--- config.mk ---
export PLATFORM = sky130hd
export DESIGN_NAME = router_pkt_tx_flat
export DESIGN_NICKNAME = d
export VERILOG_FILES = /design/src/rtl/router_pkg.sv /design/src/rtl/router_pkt_tx_if.sv /design/src/rtl/router_tx_buf.sv /design/src/rtl/router_pkt_tx.sv /design/src/flat_wrapper.sv
export SDC_FILE = /design/constraint.sdc
export NUM_CORES = 1
export LEC_CHECK = 0
export BUFFER_PORTS_ARGS = -buffer_cell sky130_fd_sc_hd__buf_2
export CAP_MARGIN = 10
export CORE_AREA = 2 2 192 194
export DETAILED_ROUTE_END_ITERATION = 8
export DIE_AREA = 0 0 194 196
export GPL_ROUTABILITY_DRIVEN = 0
export GPL_TIMING_DRIVEN = 1
export PLACE_DENSITY = 0.75
export SLEW_MARGIN = 20
export SYNTH_ARGS = -nofsm -noshare
export SYNTH_HDL_FRONTEND = slang
export SYNTH_SLANG_ARGS = --single-unit
--- constraint.sdc ---
create_clock -name clock -period 3.61 [get_ports clock]
set_clock_uncertainty 0.15 [all_clocks]
set_input_delay 0.5415 -clock clock [delete_from_list [all_inputs] [get_ports clock]]
set_output_delay 0.5415 -clock clock [all_outputs]
set_load 0.05 [all_outputs]
--- src/rtl/router_pkg.sv ---
// Shared definitions for the router packet transmitter: FSM encoding,
// payload limits and the header byte layout.
package router_pkg;

    typedef enum logic [2:0] {
        ST_IDLE    = 3'd0,
        ST_LOAD    = 3'd1,
        ST_HEADER  = 3'd2,
        ST_PAYLOAD = 3'd3,
        ST_PARITY  = 3'd4
    } tx_state_e;

    localparam int MAX_PAYLOAD = 63;
    localparam int BUF_DEPTH   = MAX_PAYLOAD + 1;

    localparam logic [1:0] ADDR_ILLEGAL = 2'b11;

    localparam int HDR_LEN_MSB  = 7;
    localparam int HDR_LEN_LSB  = 2;
    localparam int HDR_ADDR_MSB = 1;
    localparam int HDR_ADDR_LSB = 0;

    function automatic logic [7:0] make_header(input logic [5:0] len, input logic [1:0] addr);
        logic [7:0] hdr;
        hdr = 8'h00;
        hdr[HDR_LEN_MSB:HDR_LEN_LSB]   = len;
        hdr[HDR_ADDR_MSB:HDR_ADDR_LSB] = addr;
        return hdr;
    endfunction

endpackage

--- src/rtl/router_pkt_tx_if.sv ---
// Host-side request/load signals and router-side byte stream of the packet
// transmitter; master is the transmitter, slave is the host/router side.
interface router_pkt_tx_if;

    logic       start;
    logic [1:0] dest_addr;
    logic [5:0] payload_len;
    logic [7:0] src_data;
    logic       src_valid;
    logic       src_ready;
    logic       busy;
    logic       pkt_valid;
    logic [7:0] data_out;
    logic       tx_active;
    logic       tx_done;
    logic       req_err;

    modport master (
        input  start, dest_addr, payload_len, src_data, src_valid, busy,
        output src_ready, pkt_valid, data_out, tx_active, tx_done, req_err
    );

    modport slave (
        output start, dest_addr, payload_len, src_data, src_valid, busy,
        input  src_ready, pkt_valid, data_out, tx_active, tx_done, req_err
    );

endinterface

--- src/rtl/router_tx_buf.sv ---
// Payload byte store: one synchronous write port, one combinational read port.
// Contents are never reset; a location is only read after it was written.
module router_tx_buf
    import router_pkg::*;
(
    input  logic       clock,
    input  logic       we,
    input  logic [5:0] wr_addr,
    input  logic [7:0] wr_data,
    input  logic [5:0] rd_addr,
    output logic [7:0] rd_data
);

    logic [7:0] mem [BUF_DEPTH];

    always_ff @(posedge clock) begin
        if (we) begin
            mem[wr_addr] <= wr_data;
        end
    end

    assign rd_data = mem[rd_addr];

endmodule

--- src/rtl/router_pkt_tx.sv ---
// Router packet transmitter: buffers a host payload, then streams
// header, payload and an XOR parity byte to the router under busy back-pressure.
module router_pkt_tx
    import router_pkg::*;
(
    input  logic              clock,
    input  logic              reset,
    router_pkt_tx_if.master   bus
);

    tx_state_e  state_q, state_d;
    logic [1:0] addr_q, addr_d;
    logic [5:0] len_q, len_d;
    logic [5:0] cnt_q, cnt_d;
    logic [7:0] parity_q, parity_d;
    logic [7:0] data_q, data_d;
    logic       pv_q, pv_d;
    logic       active_q;
    logic       done_q, done_d;
    logic       err_q, err_d;

    logic       buf_we;
    logic [7:0] buf_rd_data;

    // The one counter serves as write index while loading and read index while sending.
    router_tx_buf u_buf (
        .clock   (clock),
        .we      (buf_we),
        .wr_addr (cnt_q),
        .wr_data (bus.src_data),
        .rd_addr (cnt_q),
        .rd_data (buf_rd_data)
    );

    assign bus.src_ready = (state_q == ST_LOAD);
    assign bus.pkt_valid = pv_q;
    assign bus.data_out  = data_q;
    assign bus.tx_active = active_q;
    assign bus.tx_done   = done_q;
    assign bus.req_err   = err_q;

    always_comb begin
        state_d  = state_q;
        addr_d   = addr_q;
        len_d    = len_q;
        cnt_d    = cnt_q;
        parity_d = parity_q;
        data_d   = data_q;
        pv_d     = pv_q;
        done_d   = 1'b0;
        err_d    = 1'b0;
        buf_we   = 1'b0;

        case (state_q)
            ST_IDLE: begin
                data_d = 8'h00;
                pv_d   = 1'b0;
                if (bus.start) begin
                    if (bus.payload_len == 6'd0 || bus.dest_addr == ADDR_ILLEGAL) begin
                        err_d = 1'b1;
                    end else begin
                        addr_d   = bus.dest_addr;
                        len_d    = bus.payload_len;
                        parity_d = make_header(bus.payload_len, bus.dest_addr);
                        cnt_d    = 6'd0;
                        state_d  = ST_LOAD;
                    end
                end
            end

            ST_LOAD: begin
                if (bus.src_valid) begin
                    buf_we   = 1'b1;
                    parity_d = parity_q ^ bus.src_data;
                    if (cnt_q == len_q - 6'd1) begin
                        // Header goes out on the same edge the last byte lands.
                        state_d = ST_HEADER;
                        data_d  = make_header(len_q, addr_q);
                        pv_d    = 1'b1;
                        cnt_d   = 6'd0;
                    end else begin
                        cnt_d = cnt_q + 6'd1;
                    end
                end
            end

            ST_HEADER: begin
                if (!bus.busy) begin
                    state_d = ST_PAYLOAD;
                    data_d  = buf_rd_data;
                    cnt_d   = cnt_q + 6'd1;
                end
            end

            ST_PAYLOAD: begin
                if (!bus.busy) begin
                    if (cnt_q == len_q) begin
                        state_d = ST_PARITY;
                        pv_d    = 1'b0;
                        data_d  = parity_q;
                    end else begin
                        data_d = buf_rd_data;
                        cnt_d  = cnt_q + 6'd1;
                    end
                end
            end

            ST_PARITY: begin
                if (!bus.busy) begin
                    state_d = ST_IDLE;
                    data_d  = 8'h00;
                    done_d  = 1'b1;
                end
            end

            default: begin
                state_d = ST_IDLE;
                data_d  = 8'h00;
                pv_d    = 1'b0;
            end
        endcase
    end

    always_ff @(posedge clock) begin
        if (reset) begin
            state_q  <= ST_IDLE;
            addr_q   <= 2'd0;
            len_q    <= 6'd0;
            cnt_q    <= 6'd0;
            parity_q <= 8'h00;
            data_q   <= 8'h00;
            pv_q     <= 1'b0;
            active_q <= 1'b0;
            done_q   <= 1'b0;
            err_q    <= 1'b0;
        end else begin
            state_q  <= state_d;
            addr_q   <= addr_d;
            len_q    <= len_d;
            cnt_q    <= cnt_d;
            parity_q <= parity_d;
            data_q   <= data_d;
            pv_q     <= pv_d;
            active_q <= (state_d != ST_IDLE);
            done_q   <= done_d;
            err_q    <= err_d;
        end
    end

endmodule

--- src/flat_wrapper.sv ---
// flat-port wrapper written by rule: the top's interface ports become plain ports
module router_pkt_tx_flat import router_pkg::*;
  (clock, reset, bus_start, bus_dest_addr, bus_payload_len, bus_src_data, bus_src_valid, bus_busy, bus_src_ready, bus_pkt_valid, bus_data_out, bus_tx_active, bus_tx_done, bus_req_err);
  router_pkt_tx_if bus_i ();
  input  logic clock;
  input  logic reset;
  input wire logic [$bits(bus_i.start)-1:0] bus_start;
  input wire logic [$bits(bus_i.dest_addr)-1:0] bus_dest_addr;
  input wire logic [$bits(bus_i.payload_len)-1:0] bus_payload_len;
  input wire logic [$bits(bus_i.src_data)-1:0] bus_src_data;
  input wire logic [$bits(bus_i.src_valid)-1:0] bus_src_valid;
  input wire logic [$bits(bus_i.busy)-1:0] bus_busy;
  output wire logic [$bits(bus_i.src_ready)-1:0] bus_src_ready;
  output wire logic [$bits(bus_i.pkt_valid)-1:0] bus_pkt_valid;
  output wire logic [$bits(bus_i.data_out)-1:0] bus_data_out;
  output wire logic [$bits(bus_i.tx_active)-1:0] bus_tx_active;
  output wire logic [$bits(bus_i.tx_done)-1:0] bus_tx_done;
  output wire logic [$bits(bus_i.req_err)-1:0] bus_req_err;
  assign bus_i.start = bus_start;
  assign bus_i.dest_addr = bus_dest_addr;
  assign bus_i.payload_len = bus_payload_len;
  assign bus_i.src_data = bus_src_data;
  assign bus_i.src_valid = bus_src_valid;
  assign bus_i.busy = bus_busy;
  assign bus_src_ready = bus_i.src_ready;
  assign bus_pkt_valid = bus_i.pkt_valid;
  assign bus_data_out = bus_i.data_out;
  assign bus_tx_active = bus_i.tx_active;
  assign bus_tx_done = bus_i.tx_done;
  assign bus_req_err = bus_i.req_err;
  router_pkt_tx u_core (.clock(clock), .reset(reset), .bus(bus_i));
endmodule
* After elaboration in Yosys (flattened, before gate mapping) *
Memories as Yosys holds them, arrays and structs flattened. A register that Yosys moved wholly into a read port is not among the register bits.
Cells that the tools add are included.

storage, ports and cells
  bits in registers = 37
  memories kept = 1
  logic and storage cells = 90
  memory bits (writable) = 512
  input bits = 21

cells by class
  equality and inequality tests = 16
  bitwise operators = 6
  reductions and logical operators = 14
  add/subtract/negate cells = 2
  multiplexer cells = 41

memories
  memory            depth  width  rd ports  clocked after Yosys merged registers in  write ports  line                 source
  u_core.u_buf.mem  64     8      1         1                                        1            router_tx_buf.sv:14  logic [7:0] mem [BUF_DEPTH];

operators by type and width
  cell                                                                 number
  8-bit two-way mux                                                    9
  6-bit two-way mux                                                    9
  8-bit one-hot mux with 4 select lines                                1
  3-bit two-way mux                                                    8
  6-bit one-hot mux with 4 select lines                                1
  8-bit one-hot mux with 2 select lines                                1
  3-bit one-hot mux with 5 select lines                                1
  2-bit != test (second input constant)                                7
  6-bit == test                                                        2
  1-bit two-way mux                                                    10
  5-bit AND reduction                                                  2
  8-bit bitwise XOR                                                    1
  7-bit AND reduction                                                  1
  6-bit by 1-bit adder with 6-bit output (second input constant)       1
  3-bit by 2-bit == test with 1-bit output (second input constant)     2
  6-bit logical NOT                                                    1
  6-bit by 1-bit subtractor with 6-bit output (second input constant)  1
  1-bit inverter                                                       5
  2-bit by 1-bit != test with 1-bit output (second input constant)     2
  4-bit AND reduction                                                  1
  4-bit nonzero test                                                   1
  2-bit OR reduction                                                   2
  3-bit by 1-bit == test with 1-bit output (second input constant)     1
  3-bit == test (second input constant)                                1
  other kinds (8)                                                      8

* Depth between registers and ports, before layout *
Gate-level depths: netlist of run 1.

  depth in word-level cells = 7
  mapped depth = 10
  mapped depth without buffers = 8

* By module *
Synthesis of run 1 repeated with hierarchy kept, for this count alone.

unflattened totals
  cell total of the unflattened synthesis = 1211
  area, all modules = 22243.8 um^2

modules (own cells, without submodules)
  module         seq. area each (um^2)  instances  area each (um^2)  cells each
  router_tx_buf  15374.7                1          20006.7           932
  router_pkt_tx  740.7                  1          2237.1            279

* Worst setup path before layout of run 1 *
Ideal clock, no wire load.

  path kind = register to register
  start point = register u_core.state_q[0]
  end point = memory u_core.u_buf.mem[13][0], enable pin
  data required time = 3089 ps
  library setup time = 371 ps
  stages on the path, launching flop included = 8
  buffers on the path = 2
  path slack = 784 ps
  data arrival time = 2305 ps
  path through = dfxtp_1 > and2b_1 > nand2b_1 > buf_6 > clkinv_2 > clkbuf_1 > nand4_1 > nor2_1

on the way
  word-level cells in the longest chain between the ends = 4

RTL lines
  item                                      line                  source
  start: declaration                        router_pkt_tx.sv:11   tx_state_e state_q, state_d;
  start signal: assignment                  router_pkt_tx.sv:137  state_q <= state_d;
  3-bit by 1-bit == test with 1-bit output  -
  net bus_src_ready                         flat_wrapper.sv:13    output wire logic [$bits(bus_i.src_ready)-1:0] bus_src_ready;
  1-bit two-way mux                         router_pkt_tx.sv:54   case (state_q)
  1-bit two-way mux                         router_tx_buf.sv:17   if (we) begin
  1-bit two-way mux (not written as such)   router_tx_buf.sv:18   mem[wr_addr] <= wr_data;
  end: declaration                          router_tx_buf.sv:14

The timed path passes the listed nets, and every way through them passes these cells.

==> out/metrics.csv, run 1 <==
stage,metric,value,unit
detailed_routing,drc,0,
logic_synthesis,synth_cells,1200,
sta,layout_worst_path_cycle_share,0.909,
detailed_routing,drt-total-wl,53000,um
clock_network,numCtsBuffers,52,
die,initial_core_util,0.612,
flow_run,maxCapViolCount,0,
setup_path,path_max_fanout,53,
setup_path,cp-start-kind,register,
logic_synthesis,synth-compound-area-share,0.0535,
sta,rsz0062_at_grt,false,
clock_network,cts_setup_buffers,0,
detailed_routing,vias,12200,
power,peakVddDrop,446,uV
place,place_hpwl,33100,um
setup_path,cp-end-kind,register,
finish,post-route-util,0.695,
clock_network,cts_sinks,555,
die,dieArea,38000,um2
logic_synthesis,synth_fa_ha_area_frac,0.00113,
detailed_routing,drt_iter0_drc,1582,
sta,finalMaxSlewViolations,0,
clock_network,clock_latency,0.57,ns
logic_synthesis,synth_mux_area_frac,0.141,
finish,drive_above_1_share,0.255,
power,p_int,10.6,mW
global_route,gr-total-overflow,0,
die,io_pins,34,
logic_synthesis,synth_top_family_by_area,multiplexers,
min_path,hold_path_class,primary input to register,
setup_path,critPathMaxStageDelay,0.85,ns
global_route,antenna_found_initial,0,
clock_network,cts_tree,done,
power,p_sw,2.81,mW
setup_path,crit_chain,"buf_4, mux4_2, o22ai_1, o21bai_1, o211ai_1, a21oi_1, a221o_1",
detailed_routing,viasPerCell,6.66,
setup_path,critPathSlowestCell,dfxtp_4,
clock_network,path_clk_slew,0.06,ns
die,std_cell_rows,70,
power,leakagePower,8.00,nW
clock_network,htree_levels,2,
global_route,grt_pass1_vias,12100,
power,power_density,534,nW/um2
logic_synthesis,syn_area_per_cell,18.4,um2
detailed_routing,wire_per_inst,28.8,um
sta,finalSetupTns,0,ns
finish,area_growth,13.6,%
logic_synthesis,ys_ff_latch,555,
sta,worst_pin_slew,0.888,ns
sta,finalCriticalPeriod,3.28,ns
power,clockPowerShare,0.404,
clock_network,clockBufferDepth,3,
sta,hold_viol,0,
die,dieHeight,196,um
setup_path,critPathRequiredTime,3.92,ns
global_route,track_usage,0.283,
place,numPortBuffers,33,
finish,antenna_cells,0,
logic_synthesis,synth_edf_count,512,
logic_synthesis,synth_warnings,0,
logic_synthesis,syn_area,22100,um2
detailed_routing,dr.pass1.iters,5,
global_route,grt_pass1_wl,78300,um
sta,fmax,0.305,GHz
detailed_routing,ant_nets,0,
power,sw_frac_of_total,0.210,
setup_path,cp.arrival,3.59,ns
logic_synthesis,ys_async_sr_fraction,0,
global_route,grt_max_degree,54,
logic_synthesis,syn-num-nets,1223,
outcome,status,finished clean,
sta,slew-limit-headroom,0.408,
setup_path,critPathKind,register to register,
clock_network,cts-resized-gates,0,
logic_synthesis,synth.distinct_cells,60,
sta,finalSetupViolCount,0,
power,pwr-share-comb,0.065,
finish,nets,1353,
die,core,36100,um2
clock_network,postCtsHoldBufs,0,
logic_synthesis,synth-seq-area-share,0.736,
die,die_w,194,um
logic_synthesis,synth-main-ff-cell,edfxtp_1,
logic_synthesis,yosys.area_share.xor_xnor,0.00550,
logic_synthesis,synthSimpleGateAreaFrac,0.0476,
power,pwr-share-seq,0.530,
clock_network,cts_root_buf,clkbuf_16,
==> per-stage QoR <==
stage | instances | area (um2) | power [mW] | hold slack, ns | setup slack (ns)
final | 1838 | 25100 | 13.4 | 0.0902 | 0.330
after global routing | 1838 | 25100 | 13.7 | 0.0850 | 0.209
after CTS | 1838 | 25100 | 13.4 | 0.0667 | 0.370
after detailed placement | 1744 | 23400 | 8.11 | 0.341 | 0.388
after global placement | 1744 | 23400 | 8.09 | 0.329 | 0.445
after floorplan | 1200 | 22100 | 7.79 | 0.314 | 0.784
==> synth_stat cells, types with 2 or more instances <==
cell | count | area, um2
o22ai_1 | 5 | 31.3
nor3b_1 | 8 | 60.1
dfxtp_1 | 43 | 861
o311ai_0 | 2 | 17.5
buf_2 | 16 | 80.1
buf_6 | 3 | 33.8
buf_1 | 10 | 37.5
and3_1 | 7 | 43.8
a211oi_1 | 14 | 105
mux4_2 | 113 | 2540
nand2_1 | 33 | 124
xor2_1 | 11 | 96.3
a22o_1 | 2 | 17.5
buf_4 | 7 | 52.6
o21a_1 | 2 | 15.0
ha_1 | 2 | 25.0
o211ai_1 | 4 | 30.0
nor3_1 | 5 | 25.0
edfxtp_1 | 512 | 15400
nand3_1 | 18 | 90.1
and3b_1 | 2 | 17.5
nand3b_1 | 5 | 37.5
nor2_1 | 101 | 379
a31oi_1 | 5 | 31.3
nand4_1 | 4 | 25.0
a221o_1 | 9 | 90.1
mux2i_1 | 43 | 430
a2bb2oi_1 | 9 | 78.8
o21ai_0 | 16 | 80.1
and2_1 | 5 | 31.3
mux2_2 | 12 | 135
a22oi_1 | 45 | 338
a21o_1 | 2 | 15.0
inv_1 | 5 | 18.8
nand2b_1 | 7 | 43.8
clkbuf_1 | 31 | 116
a21oi_1 | 42 | 210
or3_1 | 2 | 12.5
nor2b_1 | 13 | 81.3
o221ai_1 | 5 | 43.8
==> cells in the final DEF (no fill, tap or decap), types with 7 or more instances in the layout <==
master | Yosys | layout
mux2i_1 | 43 | 43
nor3b_1 | 8 | 8
a221o_1 | 9 | 9
clkinv_2 | 1 | 9
a211oi_1 | 14 | 14
mux2_2 | 12 | 12
xor2_1 | 11 | 11
mux4_2 | 113 | 113
clkbuf_16 | 0 | 53
clkbuf_1 | 31 | 13
a2bb2oi_1 | 9 | 9
dfxtp_1 | 43 | 40
a22oi_1 | 45 | 45
nor2_1 | 101 | 101
o21ai_0 | 16 | 16
buf_2 | 16 | 33
and3_1 | 7 | 7
a21oi_1 | 42 | 42
nor2b_1 | 13 | 13
nand3_1 | 18 | 18
buf_4 | 7 | 105
nand2b_1 | 7 | 7
edfxtp_1 | 512 | 512
clkinv_1 | 0 | 11
nand2_1 | 33 | 33
==> path summary, 6_finish.rpt <==
path / start / end / cells past startpoint / slack (ns)
max: register / u_core.bus.data_out[6]$_SDFFE_PP0P_ / 7 / 0.33
min: bus_dest_addr[1] / u_core.addr_q[1]$_SDFFE_PP0P_ / 3 / 0.09
max reg2reg: register / u_core.bus.data_out[6]$_SDFFE_PP0P_ / 7 / 0.33
min reg2reg: u_core.addr_q[1]$_SDFFE_PP0P_ / u_core.addr_q[1]$_SDFFE_PP0P_ / 2 / 0.35
==> state kept, by name, summed over array words and instances (netlist names), named ones only <==
signal                count
u_core.len_q              6
u_core.cnt_q              6
u_core.parity_q           8
u_core.state_q            3
u_core.bus.data_out       8
u_core.bus.tx_active      1
u_core.bus.pkt_valid      1
u_core.bus.tx_done        1
u_core.u_buf.mem        512
u_core.addr_q             2
u_core.bus.req_err        1
==> cells by family after synthesis <==
kind of cell    after synthesis
flops                       555
simple gates                220
compound gates              169
mux                         168
buf+inv                      73
xor+xnor                     13
fa+ha+maj                     2
==> worst max-delay path: cells and delay by family (launching register included) <==
family,cells,cell delay (ns)
AO/OA/AOI/OAI,5,1.08
flip-flops,1,0.85
multiplexers,1,0.54
buffers and inverters,1,0.43
==> power by group through the flow <==
stage	clock network, mW	registers [mW]	logic (mW)
2_1_floorplan	0	7.20	0.588
5_1_grt	5.70	7.10	0.932
4_1_cts	5.47	7.10	0.876
3_5_place_dp	0	7.24	0.869
6_report	5.41	7.10	0.875
3_3_place_gp	0	7.23	0.854
==> area by class of cell <==
type | count | area, um2
Clock buffer | 68 | 1400
Clock inverter | 26 | 269
Fill cell | 2257 | 11000
Inverter | 6 | 23.8
Multi-Input combinational cell | 572 | 5490
Sequential cell | 555 | 16200
Tap cell | 468 | 586
Timing Repair Buffer | 143 | 1050
==> routing by layer <==
layer	up-vias	track usage	part of all wire	routed length (um)
met5	-	0	0	0
met1	6247	0.392	0.38	20100
met3	135	0.0629	0.10	5400
met2	734	0.446	0.48	25400
li1	5133	-	-	-
met4	0	0.109	0.039	2070
No activity file was read; power rests on OpenSTA's default activity.
==> inputs of run 2 (changes only) <==
CORE_AREA = 2 2 226 228   (was 2 2 192 194)
DIE_AREA = 0 0 228 230   (was 0 0 194 196)
PLACE_DENSITY = 0.57   (was 0.75)
SYNTH_HIERARCHICAL = 1   (was unset)
==> run 2 against run 1 <==
  * Cell area up 2.3%
  * Combinational power up 13%
  * Sequential share of layout area down 1.9 points
  * Non-clock buffer count up 5
  * Count of clock-buffer cells in the layout down 4
  * Cell count up 12%
  * Die area up 38%
  * Sequential cell count down 6
  * Largest power group unchanged
==> out/metrics.csv, run 2 <==
stage,metric,value,unit,change
setup_path,critPathMaxStageDelay,0.54,ns,-0.31 ns
power,total_power,13.7,mW,+2.2%
logic_synthesis,synth-seq-area-share,0.724,,-0.0112
detailed_routing,drc,0,,unchanged
die,std_cell_rows,82,,+17%
sta,worst_pin_slew,1.09,ns,+0.203 ns
logic_synthesis,syn_area_per_cell,18.4,um2,-0.12%
sta,setup_ws,0.380,ns,+0.0504 ns
logic_synthesis,syn-num-nets,1234,,+0.90%
setup_path,critPathSlowestCell,mux4_2,,
logic_synthesis,synth_mux_area_frac,0.153,,+0.0117
setup_path,crit_chain,"buf_12, mux4_2, nor2b_1, a2111oi_0, buf_4, o41ai_1, and2_1, a221oi_1, a221oi_1",,
finish,drive_above_1_share,0.281,,+0.0259
place,dp_slack,0.353,ns,-0.0350 ns
flow_run,maxCapViolCount,0,,unchanged
detailed_routing,viasPerCell,5.81,,-13%
clock_network,cts_sinks,549,,-1.1%
logic_synthesis,ys_ff_latch,549,,-1.1%
global_route,antenna_found_initial,0,,unchanged
setup_path,critPathRequiredTime,3.91,ns,about the same
clock_network,postCtsHoldBufs,0,,unchanged
logic_synthesis,synth_top_family_by_area,multiplexers,,
detailed_routing,drt-total-wl,54300,um,+2.6%
setup_path,critPathBufInv,2,,+1
clock_network,clock_latency,0.61,ns,+0.04 ns
global_route,gr-total-overflow,0,,unchanged
logic_synthesis,synth.distinct_cells,65,,+8.3%
detailed_routing,wire_per_inst,26.3,um,-8.7%
sta,hold_viol,0,,unchanged
clock_network,cts_tree,done,,
logic_synthesis,synth_cells,1211,,+0.92%
logic_synthesis,synth_area_leaders,"edfxtp_1, mux4_2, dfxtp_1",,
sta,finalSetupTns,0,ns,unchanged
logic_synthesis,synth_edf_count,512,,unchanged
global_route,grt_max_degree,57,,+5.6%
detailed_routing,drt_iter0_drc,1302,,-18%
sta,rsz0062_at_grt,false,,
logic_synthesis,synth_top_cells_by_count,"edfxtp_1, mux4_2, nor2_1",,
die,io_pins,34,,unchanged
logic_synthesis,synth_fa_ha_area_frac,0.00112,,-0.00000899
finish,largest_reg_flops,512,,unchanged
finish,area_growth,15.3,%,
place,place_hpwl,34700,um,+4.9%
outcome,status,finished clean,,
logic_synthesis,synth_top_area_share,0.691,,-0.00553
sta,hold-worst-slack,0.0597,ns,-0.0305 ns
sta,finalSetupViolCount,0,,unchanged
logic_synthesis,yosysMostFrequentCell,edfxtp_1,,
detailed_routing,vias,12000,,-2.0%
finish,nets,1371,,+1.3%
setup_path,crit_top_cell,a221oi_1,,
logic_synthesis,synth-main-ff-cell,edfxtp_1,,
logic_synthesis,ys_async_sr_fraction,0,,unchanged
clock_network,cts_root_buf,clkbuf_16,,
clock_network,htree_levels,2,,unchanged
sta,finalMaxSlewViolations,0,,unchanged
logic_synthesis,yosys.area_share.xor_xnor,0.00427,,-0.00122
setup_path,path_max_fanout,14,,-74%
clock_network,cts-resized-gates,0,,unchanged
min_path,hold_path_class,primary input to register,,
die,die_w,228,um,+18%
setup_path,cp-start-kind,register,,
detailed_routing,ant_nets,0,,unchanged
sta,layout_worst_path_cycle_share,0.895,,-0.0140
global_route,grt_pass1_wl,80800,um,+3.2%
finish,top_register,u_core/u_buf/mem,,
setup_path,critPathKind,register to register,,
clock_network,clockBufferDepth,3,,unchanged
logic_synthesis,synth_warnings,6,,+6
logic_synthesis,synthSimpleGateAreaFrac,0.0583,,+0.0108
power,peakVddDrop,367,uV,-18%
sta,slew-limit-headroom,0.273,,-0.135
clock_network,numCtsBuffers,54,,+3.8%
global_route,grt_pass1_vias,12100,,+0.058%
die,dieHeight,230,um,+17%
clock_network,cts_setup_buffers,0,,unchanged
global_route,track_usage,0.210,,-0.0725
logic_synthesis,syn_area,22200,um2,+0.80%
power,power_density,533,nW/um2,-0.12%
finish,post-route-util,0.514,,-0.181
detailed_routing,dr.pass1.iters,5,,unchanged
setup_path,cp.arrival,3.53,ns,-0.06 ns
die,initial_core_util,0.446,,-0.165
die,core,49900,um2,+38%
sta,fmax,0.310,GHz,+1.6%
die,dieArea,52400,um2,+38%
clock_network,path_clk_slew,0.06,ns,about the same
finish,final_cell_mix,"edfxtp_1, mux4_2, nor2_1",,
setup_path,ff2ff_setup_slack,0.38,ns,+0.05 ns
sta,finalCriticalPeriod,3.23,ns,-0.0504 ns
power,leakagePower,8.08,nW,+0.90%
setup_path,cpLargestDelayFamily,compound AO/OA/AOI/OAI gates,,
finish,final_common_cell,edfxtp_1,,
logic_synthesis,yosysTopAreaCell,edfxtp_1,,
place,numPortBuffers,33,,unchanged
setup_path,cp-end-kind,register,,
logic_synthesis,synth-compound-area-share,0.0399,,-0.0136
==> run 2: through the flow <==
| step | std cells | instance area (um2) |
|---|---|---|
| finish | 2066 | 25600 |
| global route | 2065 | 25600 |
| CTS | 2065 | 25600 |
| detailed placement | 1964 | 23900 |
| global placement | 1964 | 23900 |
| floorplan | 1211 | 22200 |
==> run 2: kinds of logic after synthesis <==
logic type      count (synthesis)
flops                         549
fa+ha+maj                       2
mux                           177
xor+xnor                       10
buf+inv                        74
simple gates                  274
compound gates                125
==> run 2: cell type report <==
class | count | area [um2]
sequential | 549 | 16100
timing repair buffer | 148 | 1170
clock buffer | 64 | 1430
clock inverter | 37 | 337
tap | 672 | 841
inverter | 7 | 26.3
fill | 4056 | 24200
antenna | 1 | 2.50
multi-input combinational | 588 | 5710
==> run 2: worst paths after layout <==
| path | startpoint | endpoint | depth (start not counted) |
|---|---|---|---|
| worst max-delay path | u_core/cnt_q[0]$_SDFFE_PP0P_ | u_core/bus.data_out[5]$_SDFFE_PP0P_ | 9 |
| worst min-delay path | bus_payload_len[4] | u_core/len_q[4]$_SDFFE_PP0P_ | 3 |
| worst max register to register | u_core/cnt_q[0]$_SDFFE_PP0P_ | u_core/bus.data_out[5]$_SDFFE_PP0P_ | 9 |
| worst min register to register | u_core/parity_q[2]$_SDFFE_PP0P_ | u_core/parity_q[2]$_SDFFE_PP0P_ | 2 |
==> run 2: routing by layer <==
layer / GRT usage / vias to the layer above / routed length [um]
met5: 0 / - / 0
met4: 0.0556 / 0 / 1230
met3: 0.0327 / 83 / 3140
met2: 0.335 / 407 / 26000
met1: 0.305 / 6314 / 24000
li1: - / 5194 / -
==> run 2: report_power, final <==
| part | leakage (nW) | internal [mW] | switching [mW] |
|---|---|---|---|
| Combinational | 2.30 | 0.423 | 0.569 |
| Clock | 0.872 | 3.25 | 2.39 |
| Sequential | 4.91 | 6.98 | 0.0515 |
| Total | 8.08 | 10.7 | 3.01 |
==> run 2: tightest hold or removal path: stages <==
cell and delay (ns):
buf_2 0.10, mux2i_1 0.06, nor2_1 0.07
==> inputs of run 3 (changes only) <==
CELL_PAD_IN_SITES_DETAIL_PLACEMENT = 1   (was unset)
CELL_PAD_IN_SITES_GLOBAL_PLACEMENT = 1   (was unset)
PLACE_DENSITY = 0.63   (was 0.57)
==> run 3 against run 2 <==
  * Cell area increased by 0.70%
  * Hold slack got worse by 0.024 ns
  * Fmax decreased by 1.1%
  * Sequential share of layout area decreased by 0.44 points
  * Register-to-register slack got worse by 0.03 ns
  * Critical endpoint is now u_core/bus.data_out[2]$_SDFFE_PP0P_
  * Highest routed layer unchanged
==> out/metrics.csv, run 3 (synthesis gave the netlist of run 2 again) <==
stage,metric,value,unit,change
setup_path,cp-endpoint,u_core/bus.data_out[2]$_SDFFE_PP0P_,,
finish,drive_above_1_share,0.295,,+0.0146
global_route,antenna_found_initial,1,,+1
sta,finalMaxSlewViolations,0,,unchanged
setup_path,ff2ff_setup_slack,0.35,ns,-0.03 ns
power,clockPowerShare,0.418,,+0.005
detailed_routing,viasPerCell,5.79,,-0.36%
clock_network,postCtsHoldBufs,0,,unchanged
place,numPortBuffers,33,,unchanged
clock_network,cts_setup_buffers,0,,unchanged
clock_network,htree_levels,2,,unchanged
power,power_density,535,nW/um2,+0.37%
power,p_sw,3.13,mW,+4.0%
die,core,49900,um2,unchanged
finish,final_cell_mix,"edfxtp_1, buf_4, mux4_2",,
outcome,status,finished clean,,
finish,largest_reg_flops,512,,unchanged
detailed_routing,drt_iter0_drc,1042,,-20%
finish,final_common_cell,edfxtp_1,,
global_route,grt_pass1_wl,87400,um,+8.2%
clock_network,cts_sinks,549,,unchanged
place,place_hpwl,38200,um,+10%
sta,worst_pin_slew,0.839,ns,-0.252 ns
setup_path,cp-end-kind,register,,
die,io_pins,34,,unchanged
power,pwr-share-comb,0.073,,about the same
die,dieArea,52400,um2,unchanged
setup_path,cp-start-kind,register,,
sta,finalCriticalPeriod,3.26,ns,+0.0345 ns
finish,area_growth,16.1,%,
sta,fmax,0.306,GHz,-1.1%
setup_path,crit_top_cell,a221oi_1,,
die,dieHeight,230,um,unchanged
power,peakVddDrop,427,uV,+16%
setup_path,path_max_fanout,55,,+41
sta,hold-worst-slack,0.0355,ns,-0.0242 ns
power,sw_frac_of_total,0.227,,+0.00627
power,pwr-share-seq,0.509,,-0.005
sta,setup_ws,0.346,ns,-0.0345 ns
finish,final_cell_area,25800,um2,+0.70%
die,std_cell_rows,82,,unchanged
flow_run,maxCapViolCount,0,,unchanged
global_route,gr-total-overflow,0,,unchanged
sta,slew-limit-headroom,0.439,,+0.166
power,p_int,10.7,mW,+0.26%
place,dp_slack,0.289,ns,-0.0641 ns
detailed_routing,wire_per_inst,27.8,um,+5.6%
setup_path,critPathSlowestCell,dfxtp_4,,
clock_network,cts_tree,done,,
power,leakagePower,8.20,nW,+1.6%
global_route,grt_max_degree,56,,-1.8%
setup_path,cp.arrival,3.60,ns,+0.07 ns
sta,finalSetupViolCount,0,,unchanged
setup_path,r2r_start,u_core/cnt_q[2]$_SDFFE_PP0P_,,
clock_network,clock_latency,0.63,ns,+0.02 ns
die,die_w,228,um,unchanged
sta,rsz0062_at_grt,false,,
die,initial_core_util,0.446,,unchanged
clock_network,cts-resized-gates,0,,unchanged
detailed_routing,drc,0,,unchanged
sta,finalSetupTns,0,ns,unchanged
finish,top_register,u_core/u_buf/mem,,
clock_network,clockBufferDepth,3,,unchanged
min_path,hold_depth,3,,unchanged
detailed_routing,dr.pass1.iters,5,,unchanged
setup_path,timing.rr.end,u_core/bus.data_out[2]$_SDFFE_PP0P_,,
sta,hold_viol,0,,unchanged
detailed_routing,drt-total-wl,58100,um,+6.9%
global_route,track_usage,0.228,,+0.0176
power,total_power,13.8,mW,+1.1%
finish,nets,1393,,+1.6%
global_route,grt_pass1_vias,12700,,+4.7%
min_path,hold_path_class,primary input to register,,
detailed_routing,vias,12100,,+0.85%
clock_network,path_clk_slew,0.06,ns,about the same
setup_path,critPathMaxStageDelay,0.65,ns,+0.11 ns
setup_path,critPathRequiredTime,3.95,ns,+0.04 ns
detailed_routing,ant_nets,0,,unchanged
setup_path,crit_chain,"buf_12, mux4_2, mux2_2, a221oi_1, o2bb2ai_1, and2_1, a221oi_1, a221oi_1",,
setup_path,reg2regPathDepth,8,,-1
place,placed_area,24000,um2,+0.44%
setup_path,startpoint,u_core/cnt_q[2]$_SDFFE_PP0P_,,
sta,layout_worst_path_cycle_share,0.904,,+0.00957
clock_network,numCtsBuffers,57,,+5.6%
setup_path,critPathKind,register to register,,
finish,antenna_cells,0,,-1
clock_network,cts_root_buf,clkbuf_16,,
[run 3: cell count changes in the layout (fill, tap and decap cells not counted), sizes merged]
cell / change
buf: +19
bufinv: -1
clkbuf: +3
clkinv: +5
clkinvlp: +1
diode: -1
inv: -1
[run 3: layer usage]
| layer | up-vias | share of wire | track usage |
|---|---|---|---|
| li1 | 5227 | - | - |
| met1 | 6416 | 0.44 | 0.323 |
| met2 | 379 | 0.48 | 0.366 |
| met3 | 78 | 0.053 | 0.0381 |
| met4 | 0 | 0.023 | 0.0650 |
| met5 | - | 0 | 0 |
[run 3: power groups by stage]
stage               Clock, mW  Combinational (mW)  Sequential [mW]
global placement            0                1.01             7.16
floorplan                   0               0.650             7.16
detailed placement          0                1.02             7.16
finish                   5.77                1.01             7.03
CTS                      5.91                1.03             7.03
global route             6.15                1.09             7.03
[run 3: critical path, delay by kind of cell (launching register included)]
kind,cells,cell delay [ns]
DFF,1,0.65
muxes,2,0.68
and+or+nand+nor,1,0.18
AOI/OAI and AO/OA,4,1.06
buffers and inverters,1,0.36
[run 3: metrics by stage]
stage | util | std cells
2_1_floorplan | - | 1211
3_3_place_gp | 0.481 | 1983
3_5_place_dp | 0.481 | 1983
4_1_cts | 0.518 | 2091
5_1_grt | 0.518 | 2091
6_report | 0.518 | 2091
[run 3: worst min-delay path by stage]
stage / start / endpoint / slack, ns
final: bus_payload_len[2] / u_core/len_q[2]$_SDFFE_PP0P_ / 0.04
after global routing: bus_start / u_core/bus.req_err$_SDFF_PP0_ / 0.04
after CTS: bus_payload_len[1] / u_core/len_q[1]$_SDFFE_PP0P_ / 0.01
after detailed placement: u_core/addr_q[0]$_SDFFE_PP0P_ / u_core/addr_q[0]$_SDFFE_PP0P_ / 0.34
after global placement: u_core/parity_q[0]$_SDFFE_PP0P_ / u_core/parity_q[0]$_SDFFE_PP0P_ / 0.33
after floorplan: u_core/addr_q[0]$_SDFFE_PP0P_ / u_core/addr_q[0]$_SDFFE_PP0P_ / 0.31
[run 3: cell type report]
type / instances / area [um2]
timing repair buffer: 167 / 1270
sequential: 549 / 16100
clock inverter: 41 / 380
inverter: 7 / 26.3
fill: 4636 / 24000
tap: 672 / 841
multi-input combinational: 588 / 5710
clock buffer: 67 / 1460
